**src/rtl/uart_packet_parser.sv**
```systemverilog
`default_nettype none
// ============================================================================
// Module      : uart_packet_parser
// Description : Parses [opcode, reserved, len_lo, len_hi, payload] packets
//               from a UART RX byte stream. ECHO payload is passed through
//               combinationally. ALU payload is assembled into little-endian
//               operands of OP_BYTES bytes each. Bad opcodes and lengths are
//               flagged, bad packets are drained, and the parser resyncs.
// Revision    : 1.0 - initial release
// ============================================================================
module uart_packet_parser #(
  parameter int OP_BYTES = 4,
  parameter int LEN_W    = 16,
  parameter int MAX_OPS  = 8
) (
  input  logic                  clk,
  input  logic                  rst,
  input  logic [7:0]            rx_data_i,
  input  logic                  rx_valid_i,
  output logic                  rx_ready_o,
  output logic [7:0]            echo_data_o,
  output logic                  echo_valid_o,
  input  logic                  echo_ready_i,
  output logic [8*OP_BYTES-1:0] opnd_data_o,
  output logic                  opnd_valid_o,
  output logic                  opnd_last_o,
  output logic [7:0]            opnd_opcode_o,
  input  logic                  opnd_ready_i,
  output logic                  err_o,
  output logic [1:0]            err_code_o,
  output logic                  busy_o
);

  localparam int c_DW    = 8 * OP_BYTES;
  localparam int c_CNT_W = (OP_BYTES > 1) ? $clog2(OP_BYTES) : 1;

  localparam logic [7:0] c_OPC_ECHO = 8'h01;
  localparam logic [7:0] c_OPC_ADD  = 8'h02;
  localparam logic [7:0] c_OPC_MUL  = 8'h03;
  localparam logic [7:0] c_OPC_DIV  = 8'h04;

  localparam logic [1:0] c_ERR_BAD_OP    = 2'd1;
  localparam logic [1:0] c_ERR_LEN_SHORT = 2'd2;
  localparam logic [1:0] c_ERR_BAD_LEN   = 2'd3;

  localparam logic [c_CNT_W-1:0] c_CNT_LAST = c_CNT_W'(OP_BYTES - 1);
  localparam logic [31:0]        c_DIV_PAY  = 32'(2 * OP_BYTES);
  localparam logic [31:0]        c_MAX_PAY  = 32'(MAX_OPS * OP_BYTES);
  localparam logic [31:0]        c_OPB32    = 32'(OP_BYTES);

  typedef enum logic [2:0] {
    S_OPCODE   = 3'd0,
    S_RSVD     = 3'd1,
    S_LEN_LO   = 3'd2,
    S_LEN_HI   = 3'd3,
    S_ECHO     = 3'd4,
    S_OPND     = 3'd5,
    S_OPND_OUT = 3'd6,
    S_DRAIN    = 3'd7
  } state_t;

  state_t               r_state;
  state_t               w_state_nxt;
  logic [7:0]           r_opcode;
  logic [7:0]           r_len_lo;
  logic [LEN_W-1:0]     r_rem;
  logic [c_CNT_W-1:0]   r_byte_cnt;
  logic [c_DW-1:0]      r_shift;
  logic                 r_last;
  logic                 r_err;
  logic [1:0]           r_err_code;

  logic                 w_rx_ready;
  logic                 w_echo_valid;
  logic                 w_opnd_valid;
  logic                 w_err_set;
  logic [1:0]           w_err_code_nxt;
  logic                 w_load_len;
  logic                 w_dec_rem;
  logic                 w_shift_en;

  logic [15:0]          w_len_full;
  logic [LEN_W-1:0]     w_len;
  logic [31:0]          w_len32;
  logic [31:0]          w_pay32;
  logic                 w_len_short;
  logic                 w_len_empty;
  logic                 w_is_div;
  logic                 w_bad_len;
  logic                 w_opc_ok;
  logic [LEN_W-1:0]     w_rem_dec;
  logic [c_DW-1:0]      w_shift_nxt;

  // Length decode from the byte currently presented in LEN_HI
  assign w_len_full  = {rx_data_i, r_len_lo};
  assign w_len       = LEN_W'(w_len_full);
  assign w_len32     = 32'(w_len);
  assign w_pay32     = w_len32 - 32'd4;
  assign w_len_short = (w_len32 < 32'd4);
  assign w_len_empty = (w_len32 == 32'd4);
  assign w_is_div    = (r_opcode == c_OPC_DIV);
  // Any non-ECHO opcode latched here is an ALU opcode
  assign w_bad_len   = (r_opcode != c_OPC_ECHO) &&
                       (((w_pay32 % c_OPB32) != 32'd0) ||
                        (w_is_div && (w_pay32 != c_DIV_PAY)) ||
                        (!w_is_div && (w_pay32 > c_MAX_PAY)));

  assign w_opc_ok  = (rx_data_i == c_OPC_ECHO) || (rx_data_i == c_OPC_ADD) ||
                     (rx_data_i == c_OPC_MUL)  || (rx_data_i == c_OPC_DIV);
  assign w_rem_dec = (r_rem != '0) ? (r_rem - LEN_W'(1)) : r_rem;

  // New byte enters at the top so the first byte lands in [7:0]
  generate
    if (OP_BYTES == 1) begin : g_shift_single
      assign w_shift_nxt = rx_data_i;
    end else begin : g_shift_multi
      assign w_shift_nxt = {rx_data_i, r_shift[c_DW-1:8]};
    end
  endgenerate

  // State register
  always_ff @(posedge clk or posedge rst) begin
    if (rst) r_state <= S_OPCODE;
    else     r_state <= w_state_nxt;
  end

  // Next-state and handshake decode
  always_comb begin
    w_state_nxt    = r_state;
    w_rx_ready     = 1'b0;
    w_echo_valid   = 1'b0;
    w_opnd_valid   = 1'b0;
    w_err_set      = 1'b0;
    w_err_code_nxt = r_err_code;
    w_load_len     = 1'b0;
    w_dec_rem      = 1'b0;
    w_shift_en     = 1'b0;
    case (r_state)
      S_OPCODE: begin
        w_rx_ready = 1'b1;
        if (rx_valid_i) begin
          if (w_opc_ok) begin
            w_state_nxt = S_RSVD;
          end else begin
            w_err_set      = 1'b1;
            w_err_code_nxt = c_ERR_BAD_OP;
          end
        end
      end
      S_RSVD: begin
        w_rx_ready = 1'b1;
        if (rx_valid_i) w_state_nxt = S_LEN_LO;
      end
      S_LEN_LO: begin
        w_rx_ready = 1'b1;
        if (rx_valid_i) w_state_nxt = S_LEN_HI;
      end
      S_LEN_HI: begin
        w_rx_ready = 1'b1;
        if (rx_valid_i) begin
          w_load_len = 1'b1;
          if (w_len_short) begin
            w_err_set      = 1'b1;
            w_err_code_nxt = c_ERR_LEN_SHORT;
            w_state_nxt    = S_OPCODE;
          end else if (w_len_empty) begin
            w_state_nxt = S_OPCODE;
          end else if (w_bad_len) begin
            w_err_set      = 1'b1;
            w_err_code_nxt = c_ERR_BAD_LEN;
            w_state_nxt    = S_DRAIN;
          end else if (r_opcode == c_OPC_ECHO) begin
            w_state_nxt = S_ECHO;
          end else begin
            w_state_nxt = S_OPND;
          end
        end
      end
      S_ECHO: begin
        w_rx_ready   = echo_ready_i;
        w_echo_valid = rx_valid_i;
        if (rx_valid_i && echo_ready_i) begin
          w_dec_rem = 1'b1;
          if (r_rem <= LEN_W'(1)) w_state_nxt = S_OPCODE;
        end
      end
      S_OPND: begin
        w_rx_ready = 1'b1;
        if (rx_valid_i) begin
          w_dec_rem  = 1'b1;
          w_shift_en = 1'b1;
          if (r_byte_cnt == c_CNT_LAST) w_state_nxt = S_OPND_OUT;
        end
      end
      S_OPND_OUT: begin
        w_opnd_valid = 1'b1;
        if (opnd_ready_i) w_state_nxt = (r_rem != '0) ? S_OPND : S_OPCODE;
      end
      S_DRAIN: begin
        w_rx_ready = 1'b1;
        if (rx_valid_i) begin
          w_dec_rem = 1'b1;
          if (r_rem <= LEN_W'(1)) w_state_nxt = S_OPCODE;
        end
      end
      default: w_state_nxt = S_OPCODE;
    endcase
  end

  // Header capture: opcode and low length byte
  always_ff @(posedge clk or posedge rst) begin
    if (rst) begin
      r_opcode <= 8'h00;
      r_len_lo <= 8'h00;
    end else begin
      if ((r_state == S_OPCODE) && rx_valid_i && w_opc_ok) r_opcode <= rx_data_i;
      if ((r_state == S_LEN_LO) && rx_valid_i)             r_len_lo <= rx_data_i;
    end
  end

  // Remaining-payload down-counter; saturates at zero
  always_ff @(posedge clk or posedge rst) begin
    if (rst) begin
      r_rem <= '0;
    end else if (w_load_len) begin
      r_rem <= w_len_short ? '0 : (w_len - LEN_W'(4));
    end else if (w_dec_rem) begin
      r_rem <= w_rem_dec;
    end
  end

  // Operand assembly: byte position counter, shift register, last flag
  always_ff @(posedge clk or posedge rst) begin
    if (rst) begin
      r_byte_cnt <= '0;
      r_shift    <= '0;
      r_last     <= 1'b0;
    end else if (w_load_len) begin
      r_byte_cnt <= '0;
    end else if (w_shift_en) begin
      r_shift <= w_shift_nxt;
      if (r_byte_cnt == c_CNT_LAST) begin
        r_byte_cnt <= '0;
        r_last     <= (w_rem_dec == '0);
      end else begin
        r_byte_cnt <= r_byte_cnt + c_CNT_W'(1);
      end
    end
  end

  // Registered error pulse; the code is held until the next error
  always_ff @(posedge clk or posedge rst) begin
    if (rst) begin
      r_err      <= 1'b0;
      r_err_code <= 2'd0;
    end else begin
      r_err <= w_err_set;
      if (w_err_set) r_err_code <= w_err_code_nxt;
    end
  end

  // Ready is held low while reset is asserted so every output reads zero
  assign rx_ready_o    = w_rx_ready & ~rst;
  assign echo_valid_o  = w_echo_valid;
  assign echo_data_o   = (r_state == S_ECHO) ? rx_data_i : 8'h00;
  assign opnd_valid_o  = w_opnd_valid;
  assign opnd_data_o   = r_shift;
  assign opnd_last_o   = w_opnd_valid & r_last;
  assign opnd_opcode_o = r_opcode;
  assign err_o         = r_err;
  assign err_code_o    = r_err_code;
  assign busy_o        = (r_state != S_OPCODE);

endmodule
`default_nettype wire

```
**config.mk**
```make
export PLATFORM = sky130hd
export DESIGN_NAME = uart_packet_parser
export DESIGN_NICKNAME = d
export VERILOG_FILES = /design/src/rtl/uart_packet_parser.sv
export SDC_FILE = /design/constraint.sdc
export NUM_CORES = 1
export LEC_CHECK = 0
export CAP_MARGIN = 20
export CORE_MARGIN = 5
export CORE_UTILIZATION = 58
export DETAILED_ROUTE_END_ITERATION = 10
export PLACE_DENSITY = 0.93
export RECOVER_POWER = 100
export SYNTH_ARGS = -nofsm -noshare
export SYNTH_HDL_FRONTEND = slang
export SYNTH_SLANG_ARGS = --single-unit
```
**constraint.sdc**
```tcl
create_clock -name clk -period 4.1 [get_ports clk]
set_input_delay 0.41 -clock clk [delete_from_list [all_inputs] [get_ports clk]]
set_output_delay 0.41 -clock clk [all_outputs]
set_load 0.05 [all_outputs]
```
==> results_tabular.tex, run 1 <==
\begin{tabular}{lr}
\hline
Metric & Value \\
\hline
\multicolumn{2}{l}{\textbf{Status}} \\
Outcome & complete, but fails checks \\
Failing checks & max-capacitance violations, max-slew violations \\
\multicolumn{2}{l}{\textbf{Synthesis}} \\
Post-synth EDFFs & 0 \\
Synthesized instance count & 434 \\
Area share of the largest cell type after synthesis & 43.83\% \\
Number of distinct library cells after synthesis & 60 \\
Proportion of synthesized flip-flops having asynchronous set or reset & 100.0\% \\
Warning count from the yosys run & 0 \\
Cell types occupying the most area after synthesis & sky130\_fd\_sc\_hd\_\_dfrtp\_1, sky130\_fd\_sc\_hd\_\_mux2\_2, sky130\_fd\_sc\_hd\_\_o21ai\_0 \\
Average cell area after synthesis & 9.603 um\^{}2 \\
Portion of the post-synthesis area used by sequential elements & 43.83\% \\
Flop and latch count out of synthesis & 73 \\
Top cell type by total area after synthesis & sky130\_fd\_sc\_hd\_\_dfrtp\_1 \\
Prevailing post-synth register cell & sky130\_fd\_sc\_hd\_\_dfrtp\_1 \\
Synth Net Count & 454 \\
Mapped cell area & 0.004168 mm\^{}2 \\
\multicolumn{2}{l}{\textbf{Drt}} \\
Number of antenna-violating nets in the routed design & 0 \\
Routed wire length per instance & 18.96 um \\
Routed wire length & 11,300 um \\
Number of iterations in the first detailed-routing pass & 7 \\
Via count & 3,750 \\
Iter 0 DRT Violations & 468 \\
Vias per cell & 6.292 \\
Post-route DRC & 0 \\
\multicolumn{2}{l}{\textbf{Pwr}} \\
Switching share of power & 47.64\% \\
Reported leakage power & 2.331 nW \\
Share of total power in combinational logic & 47.7\% \\
Switching pwr & 1.637 mW \\
Share of total power in sequential cells & 35.6\% \\
Peak supply drop & 0.3958 mV \\
Share of power burned in the clock network & 16.7\% \\
Cell internal power dissipation & 1.799 mW \\
Power density over the cells & 676.7 mW/mm\^{}2 \\
\multicolumn{2}{l}{\textbf{Floorplan}} \\
IO Pins & 69 \\
Height of the die & 94.77 um \\
Starting Density & 58.40\% \\
DIE AREA & 0.008981 mm\^{}2 \\
Placeable core region & 0.007137 mm\^{}2 \\
Number of standard-cell rows in the floorplan & 31 \\
Horizontal die dimension & 94.77 um \\
\multicolumn{2}{l}{\textbf{Final layout}} \\
Non-Filler Cell Area, Final & 0.005077 mm\^{}2 \\
Leading cell types in the layout, fill and taps excluded & sky130\_fd\_sc\_hd\_\_dfrtp\_1, sky130\_fd\_sc\_hd\_\_dlygate4sd3\_1, sky130\_fd\_sc\_hd\_\_o21ai\_0, sky130\_fd\_sc\_hd\_\_mux2\_2, sky130\_fd\_sc\_hd\_\_nand2\_1 \\
P\&R area growth vs syn & 21.83\% \\
Final-stage net count & 512 \\
Count of antenna diodes in the layout & 0 \\
Most common cell after layout, fill and taps aside & sky130\_fd\_sc\_hd\_\_dfrtp\_1 \\
Layout fillers & 516 \\
Fraction of layout instances using a drive strength above 1 & 13.68\% \\
\multicolumn{2}{l}{\textbf{Setup path}} \\
Worst Setup End Kind & flip-flop \\
Largest stage delay on the critical path & 0.94 ns \\
Arrival time of data at the critical path endpoint & 3.64 ns \\
Buf/Inv on CP & 0 \\
Reg-to-reg slack, setup & 0.72 ns \\
CP top delay family & simple AND/OR/NAND/NOR gates \\
Sequence of cells on the critical path & or3\_4 -> or3\_1 -> nor3\_1 -> a2111oi\_0 -> o31ai\_1 -> nand4\_1 -> o41ai\_2 \\
Crit Path Max Fanout & 9 \\
Slowest cell on the critical path & sky130\_fd\_sc\_hd\_\_nor3\_1 \\
Critical Setup Path Class & reg -> reg \\
CP required & 4.36 ns \\
Startpoint type of the worst setup path & flip-flop \\
\multicolumn{2}{l}{\textbf{Clocking}} \\
CTS sink cnt & 73 \\
Clk pin slew, worst setup/hold paths & 0.08 ns \\
CTS root buffer & sky130\_fd\_sc\_hd\_\_clkbuf\_8 \\
Buffers inserted by post-CTS timing repair & 0 \\
Cts bufs inserted & 9 \\
CTS H-tree depth & 3 \\
CTS Hold Buffers Added & 0 \\
TritonCTS clock tree & yes \\
Deepest clock path buffer count & 2 \\
Gates resized, CTS repair & 0 \\
Clock latency at the later pin of the worst-skew pair & 0.36 ns \\
\multicolumn{2}{l}{\textbf{Placed design}} \\
Final weighted congestion in routability-driven placement & 0.9409 \\
Area of placed instances & 0.004901 mm\^{}2 \\
Port Buf Inserts & 68 \\
Final HPWL DP & 8233 um \\
\multicolumn{2}{l}{\textbf{STA}} \\
RSZ-0062 raised after global routing & false \\
Final count of negative-setup-slack endpoints & 0 \\
Slew of the pin with the lowest slew margin & 1.902 ns \\
Worst slew margin relative to its limit & -26.78\% \\
Final hold violation count & 0 \\
Hold Worst Slack & 0.4852 ns \\
Final critical path time including I/O delays and setup & 3.381 ns \\
Worst-case clock skew & 0.01369 ns \\
Fmax & 295.8 MHz \\
Max-slew violations & 81 \\
Post-Route Setup TNS & 0 ns \\
Part of the cycle the worst path needs & 82.47\% \\
\multicolumn{2}{l}{\textbf{Job}} \\
Count of maximum capacitance violations & 2 \\
\multicolumn{2}{l}{\textbf{Global routing}} \\
Via count of the first global-routing pass & 3,737 \\
Maximum number of pins on one net before global-route repair & 44 \\
GRT Overall Usage & 27.14\% \\
Final global-route overflow total & 0 \\
Initial antenna violation count & 0 \\
Wire length of the first global-routing pass & 18,820 um \\
\multicolumn{2}{l}{\textbf{Worst hold path}} \\
Worst hold-check path type & reg -> reg \\
\hline
\end{tabular}
final cells by class:
class                   instances  area, um^2  area share (%)
clock inverters                 7       75.07           1.479
multi-input cells             321        2167           42.68
inverters                      15       56.30           1.109
well taps                      99       123.9           2.440
flip-flops and latches         73        1827           35.98
repair buffers                 72       704.4           13.87
clock buffers                   9       123.9           2.440
Yosys cell counts, drive strengths merged (8+ instances only):
master  number
dfrtp       73
a21oi       22
clkbuf      24
nand2       33
nand3        8
or3          9
inv         15
nor2        28
and2        11
nor3        16
nor2b       11
o21ai       40
mux2        39
routing by layer:
| metal | vias up | GRT usage [%] | routed length (um) | part of all wire [%] |
|---|---|---|---|---|
| li1 | 1692 | - | - | - |
| met1 | 1760 | 34.28 | 4358 | 39 |
| met2 | 243 | 43.63 | 5501 | 49 |
| met3 | 55 | 7.251 | 1008 | 8.9 |
| met4 | 0 | 12.26 | 434 | 3.8 |
| met5 | - | 0 | 0 | 0 |
registers in the layout (all words and copies together), names as in the netlist:
signal         flops
err_o              1
r_state            3
opnd_data_o       32
opnd_opcode_o      8
r_len_lo           8
err_code_o         2
r_rem             16
r_last             1
r_byte_cnt         2
worst reg2reg max path, cell delays in order (launching register included):
cell and delay [ns]:
sky130_fd_sc_hd__dfrtp_1 0.44, sky130_fd_sc_hd__or3_4 0.46, sky130_fd_sc_hd__or3_1 0.43, sky130_fd_sc_hd__nor3_1 0.94, sky130_fd_sc_hd__a2111oi_0 0.23, sky130_fd_sc_hd__o31ai_1 0.27
sky130_fd_sc_hd__nand4_1 0.14, sky130_fd_sc_hd__o41ai_2 0.36
cells by family after synthesis:
kind of cell             after synthesis  share of synthesized area (%)
AND/OR/NAND/NOR                      153                          20.14
AO/OA/AOI/OAI                        107                          16.39
flip-flops                            73                          43.83
multiplexers                          41                          11.02
buffers and inverters                 40                          3.783
XOR/XNOR                              13                          2.732
adder cells (fa/ha/maj)                7                          2.101
final timing paths:
check                                      from                      end  depth (start not counted)
max                        r_rem[4]$_DFFE_PP0P_       r_last$_DFFE_PP0P_                          7
min                          r_last$_DFFE_PP0P_       r_last$_DFFE_PP0P_                          2
max reg2reg                r_rem[4]$_DFFE_PP0P_       r_last$_DFFE_PP0P_                          7
min reg2reg                  r_last$_DFFE_PP0P_       r_last$_DFFE_PP0P_                          2
max in group asynchronous                   rst  r_len_lo[5]$_DFFE_PP0P_                          3
min in group asynchronous                   rst     r_rem[2]$_DFFE_PP0P_                          2
per-stage QoR:
stage	utilization (%)	total power [mW]	cells	setup WS (ns)
2_1_floorplan	-	2.367	434	1.569
3_3_place_gp	68.67	2.808	580	1.229
3_5_place_dp	68.67	2.875	580	1.109
4_1_cts	71.46	3.465	596	1.218
5_1_grt	71.14	3.628	596	0.5867
6_report	71.14	3.436	596	0.7188
power groups by stage:
stage | sequential, mW | combinational (mW) | clock [mW]
3_5_place_dp | 1.23 | 1.65 | 0
2_1_floorplan | 1.40 | 0.963 | 0
4_1_cts | 1.22 | 1.67 | 0.579
5_1_grt | 1.26 | 1.76 | 0.609
3_3_place_gp | 1.20 | 1.61 | 0
6_report | 1.22 | 1.64 | 0.575
No activity file was read; power rests on OpenSTA's default activity.
==> run 2: changes to the inputs <==
--- a/config.mk
+++ b/config.mk
@@ -7,9 +7,9 @@
 export LEC_CHECK = 0
 export CAP_MARGIN = 20
 export CORE_MARGIN = 5
-export CORE_UTILIZATION = 58
+export CORE_UTILIZATION = 54
 export DETAILED_ROUTE_END_ITERATION = 10
-export PLACE_DENSITY = 0.93
+export PLACE_DENSITY = 0.88
 export RECOVER_POWER = 100
 export SYNTH_ARGS = -nofsm -noshare
 export SYNTH_HDL_FRONTEND = slang
==> constraint.sdc (replaced) <==
create_clock -name clk -period 3.3 [get_ports clk]
set_input_delay 0.33 -clock clk [delete_from_list [all_inputs] [get_ports clk]]
set_output_delay 0.33 -clock clk [all_outputs]
set_load 0.05 [all_outputs]
==> results_tabular.tex, run 2 (synthesis gave the netlist of run 1 again) <==
\begin{tabular}{lr}
\hline
Metric & Value \\
\hline
\multicolumn{2}{l}{\textbf{Clocking}} \\
CTS H-tree depth & 3 \\
Deepest clock path buffer count & 2 \\
CTS Hold Buffers Added & 0 \\
CTS sink cnt & 73 \\
Clk pin slew, worst setup/hold paths & 0.07 ns \\
Cts bufs inserted & 9 \\
Clock latency at the later pin of the worst-skew pair & 0.36 ns \\
Gates resized, CTS repair & 0 \\
CTS root buffer & sky130\_fd\_sc\_hd\_\_clkbuf\_8 \\
Buffers inserted by post-CTS timing repair & 0 \\
TritonCTS clock tree & yes \\
\multicolumn{2}{l}{\textbf{Worst hold path}} \\
Hold path cells & 2 \\
Worst min-delay path startpoint & r\_last\$\_DFFE\_PP0P\_ \\
Endpoint with the worst hold slack & r\_last\$\_DFFE\_PP0P\_ \\
Worst hold-check path type & reg -> reg \\
\multicolumn{2}{l}{\textbf{Floorplan}} \\
Horizontal die dimension & 97.85 um \\
Number of standard-cell rows in the floorplan & 32 \\
DIE AREA & 0.009575 mm\^{}2 \\
Placeable core region & 0.007607 mm\^{}2 \\
IO Pins & 69 \\
Starting Density & 54.79\% \\
Height of the die & 97.85 um \\
\multicolumn{2}{l}{\textbf{STA}} \\
Final Worst Setup Slack & 0.4447 ns \\
Final critical path time including I/O delays and setup & 2.855 ns \\
Post-Route Setup TNS & 0 ns \\
Worst slew margin relative to its limit & -23.17\% \\
Worst-case clock skew & 0.01122 ns \\
Fmax & 350.2 MHz \\
Final hold violation count & 0 \\
Part of the cycle the worst path needs & 86.53\% \\
Max-slew violations & 37 \\
Hold Worst Slack & 0.4771 ns \\
Final count of negative-setup-slack endpoints & 0 \\
Slew of the pin with the lowest slew margin & 1.848 ns \\
RSZ-0062 raised after global routing & false \\
\multicolumn{2}{l}{\textbf{Pwr}} \\
Reported leakage power & 2.354 nW \\
Power density over the cells & 815.2 mW/mm\^{}2 \\
Final Total Pwr & 4.166 mW \\
Peak supply drop & 0.4207 mV \\
\multicolumn{2}{l}{\textbf{Drt}} \\
DR WL met3 & 789 um \\
Routed wire length per instance & 18.70 um \\
Number of antenna-violating nets in the routed design & 0 \\
Routed wire length & 11,310 um \\
Number of iterations in the first detailed-routing pass & 5 \\
Met1 WL & 4537 um \\
Uppermost layer routed & met4 \\
Vias per cell & 6.040 \\
Post-route DRC & 0 \\
Via count & 3,654 \\
Met2 WL & 5642 um \\
Iter 0 DRT Violations & 214 \\
\multicolumn{2}{l}{\textbf{Placed design}} \\
Area of placed instances & 0.004970 mm\^{}2 \\
Final HPWL DP & 8320 um \\
Final weighted congestion in routability-driven placement & 0.9466 \\
Port Buf Inserts & 68 \\
Setup slack at placement & 0.5129 ns \\
\multicolumn{2}{l}{\textbf{Setup path}} \\
Critical Setup Path Class & reg -> reg \\
Worst Setup End Kind & flip-flop \\
Reg-to-reg slack, setup & 0.44 ns \\
Startpoint of the worst register-to-register path & r\_len\_lo[2]\$\_DFFE\_PP0P\_ \\
Sequence of cells on the critical path & inv\_1 -> ha\_1 -> nor3b\_2 -> a31o\_2 -> o311a\_1 -> o211ai\_1 -> o31ai\_1 -> a21oi\_1 -> o21a\_1 \\
Reg2reg end & err\_code\_o[1]\$\_DFFE\_PP0P\_ \\
Startpoint type of the worst setup path & flip-flop \\
Crit Path Max Fanout & 10 \\
Slowest cell on the critical path & sky130\_fd\_sc\_hd\_\_nor3b\_2 \\
FF-to-FF path depth & 9 \\
Buf/Inv on CP & 1 \\
Largest stage delay on the critical path & 0.52 ns \\
Arrival time of data at the critical path endpoint & 3.10 ns \\
CP top delay family & compound AO/OA/AOI/OAI gates \\
CP required & 3.55 ns \\
\multicolumn{2}{l}{\textbf{Global routing}} \\
Final global-route overflow total & 0 \\
GRT Overall Usage & 24.85\% \\
Via count of the first global-routing pass & 3,679 \\
Wire length of the first global-routing pass & 19,220 um \\
Initial antenna violation count & 0 \\
Maximum number of pins on one net before global-route repair & 46 \\
\multicolumn{2}{l}{\textbf{Final layout}} \\
Leading cell types in the layout, fill and taps excluded & sky130\_fd\_sc\_hd\_\_dfrtp\_1, sky130\_fd\_sc\_hd\_\_dlygate4sd3\_1, sky130\_fd\_sc\_hd\_\_mux2\_2, sky130\_fd\_sc\_hd\_\_o21ai\_0, sky130\_fd\_sc\_hd\_\_nand2\_1 \\
FF/Latch Area & 0.001827 mm\^{}2 \\
Count of antenna diodes in the layout & 0 \\
Non-Filler Cell Area, Final & 0.005110 mm\^{}2 \\
Area taken by multi-input logic gates & 0.002178 mm\^{}2 \\
Most common cell after layout, fill and taps aside & sky130\_fd\_sc\_hd\_\_dfrtp\_1 \\
Flip-flop count of the largest register, all copies and words added & 32 \\
P\&R area growth vs syn & 22.61\% \\
Final-stage net count & 519 \\
Fraction of layout instances using a drive strength above 1 & 14.91\% \\
Layout fillers & 598 \\
\multicolumn{2}{l}{\textbf{Status}} \\
Outcome & complete, but fails checks \\
Failing checks & max-capacitance violations, max-slew violations \\
\multicolumn{2}{l}{\textbf{Job}} \\
Count of maximum capacitance violations & 1 \\
\hline
\end{tabular}
run 2: worst register-to-register path, delay by kind of cell (launching register included):
family                     cells  cell delay (ns)
AOI/OAI and AO/OA              6             1.26
and+or+nand+nor                1             0.52
DFF                            1             0.47
adders and majority gates      1             0.36
buffers and inverters          1             0.14
run 2: how the worst max path moves through the flow:
stage | startpoint | end | slack [ns] | cells past startpoint
finish | r_len_lo[2]$_DFFE_PP0P_ | err_code_o[1]$_DFFE_PP0P_ | 0.44 | 9
CTS | r_len_lo[2]$_DFFE_PP0P_ | err_code_o[1]$_DFFE_PP0P_ | 0.49 | 9
floorplan | r_len_lo[2]$_DFFE_PP0P_ | err_code_o[1]$_DFFE_PP0P_ | 0.77 | 10
detailed placement | r_len_lo[2]$_DFFE_PP0P_ | err_code_o[1]$_DFFE_PP0P_ | 0.51 | 9
global route | r_len_lo[2]$_DFFE_PP0P_ | err_code_o[1]$_DFFE_PP0P_ | 0.16 | 9
global placement | rx_data_i[6] | opnd_opcode_o[2]$_DFFE_PP0P_ | 0.55 | 7
run 2: layer usage:
| metal | vias up | track usage [%] |
|---|---|---|
| li1 | 1702 | - |
| met1 | 1758 | 32.01 |
| met2 | 163 | 40.84 |
| met3 | 31 | 4.857 |
| met4 | 0 | 10.76 |
| met5 | - | 0 |
run 2: area by class of cell:
type	count	share of cell area [%]
Multi-Input combinational cell	321	42.63
Sequential cell	73	35.75
Timing Repair Buffer	79	14.74
Tap cell	102	2.498
Clock buffer	9	2.424
Inverter	15	1.102
Clock inverter	6	0.8570
run 2: stage by stage:
step	util, %	instances
floorplan	-	434
global placement	65.33	590
detailed placement	65.33	590
CTS	67.53	605
global route	67.17	605
finish	67.17	605
run 2: where the power goes:
part / switching [mW] / internal (mW) / total (mW)
Clock: 0.347 / 0.271 / 0.618
Sequential: 0.344 / 1.16 / 1.50
Combinational: 1.32 / 0.726 / 2.04
Total: 2.01 / 2.16 / 4.17
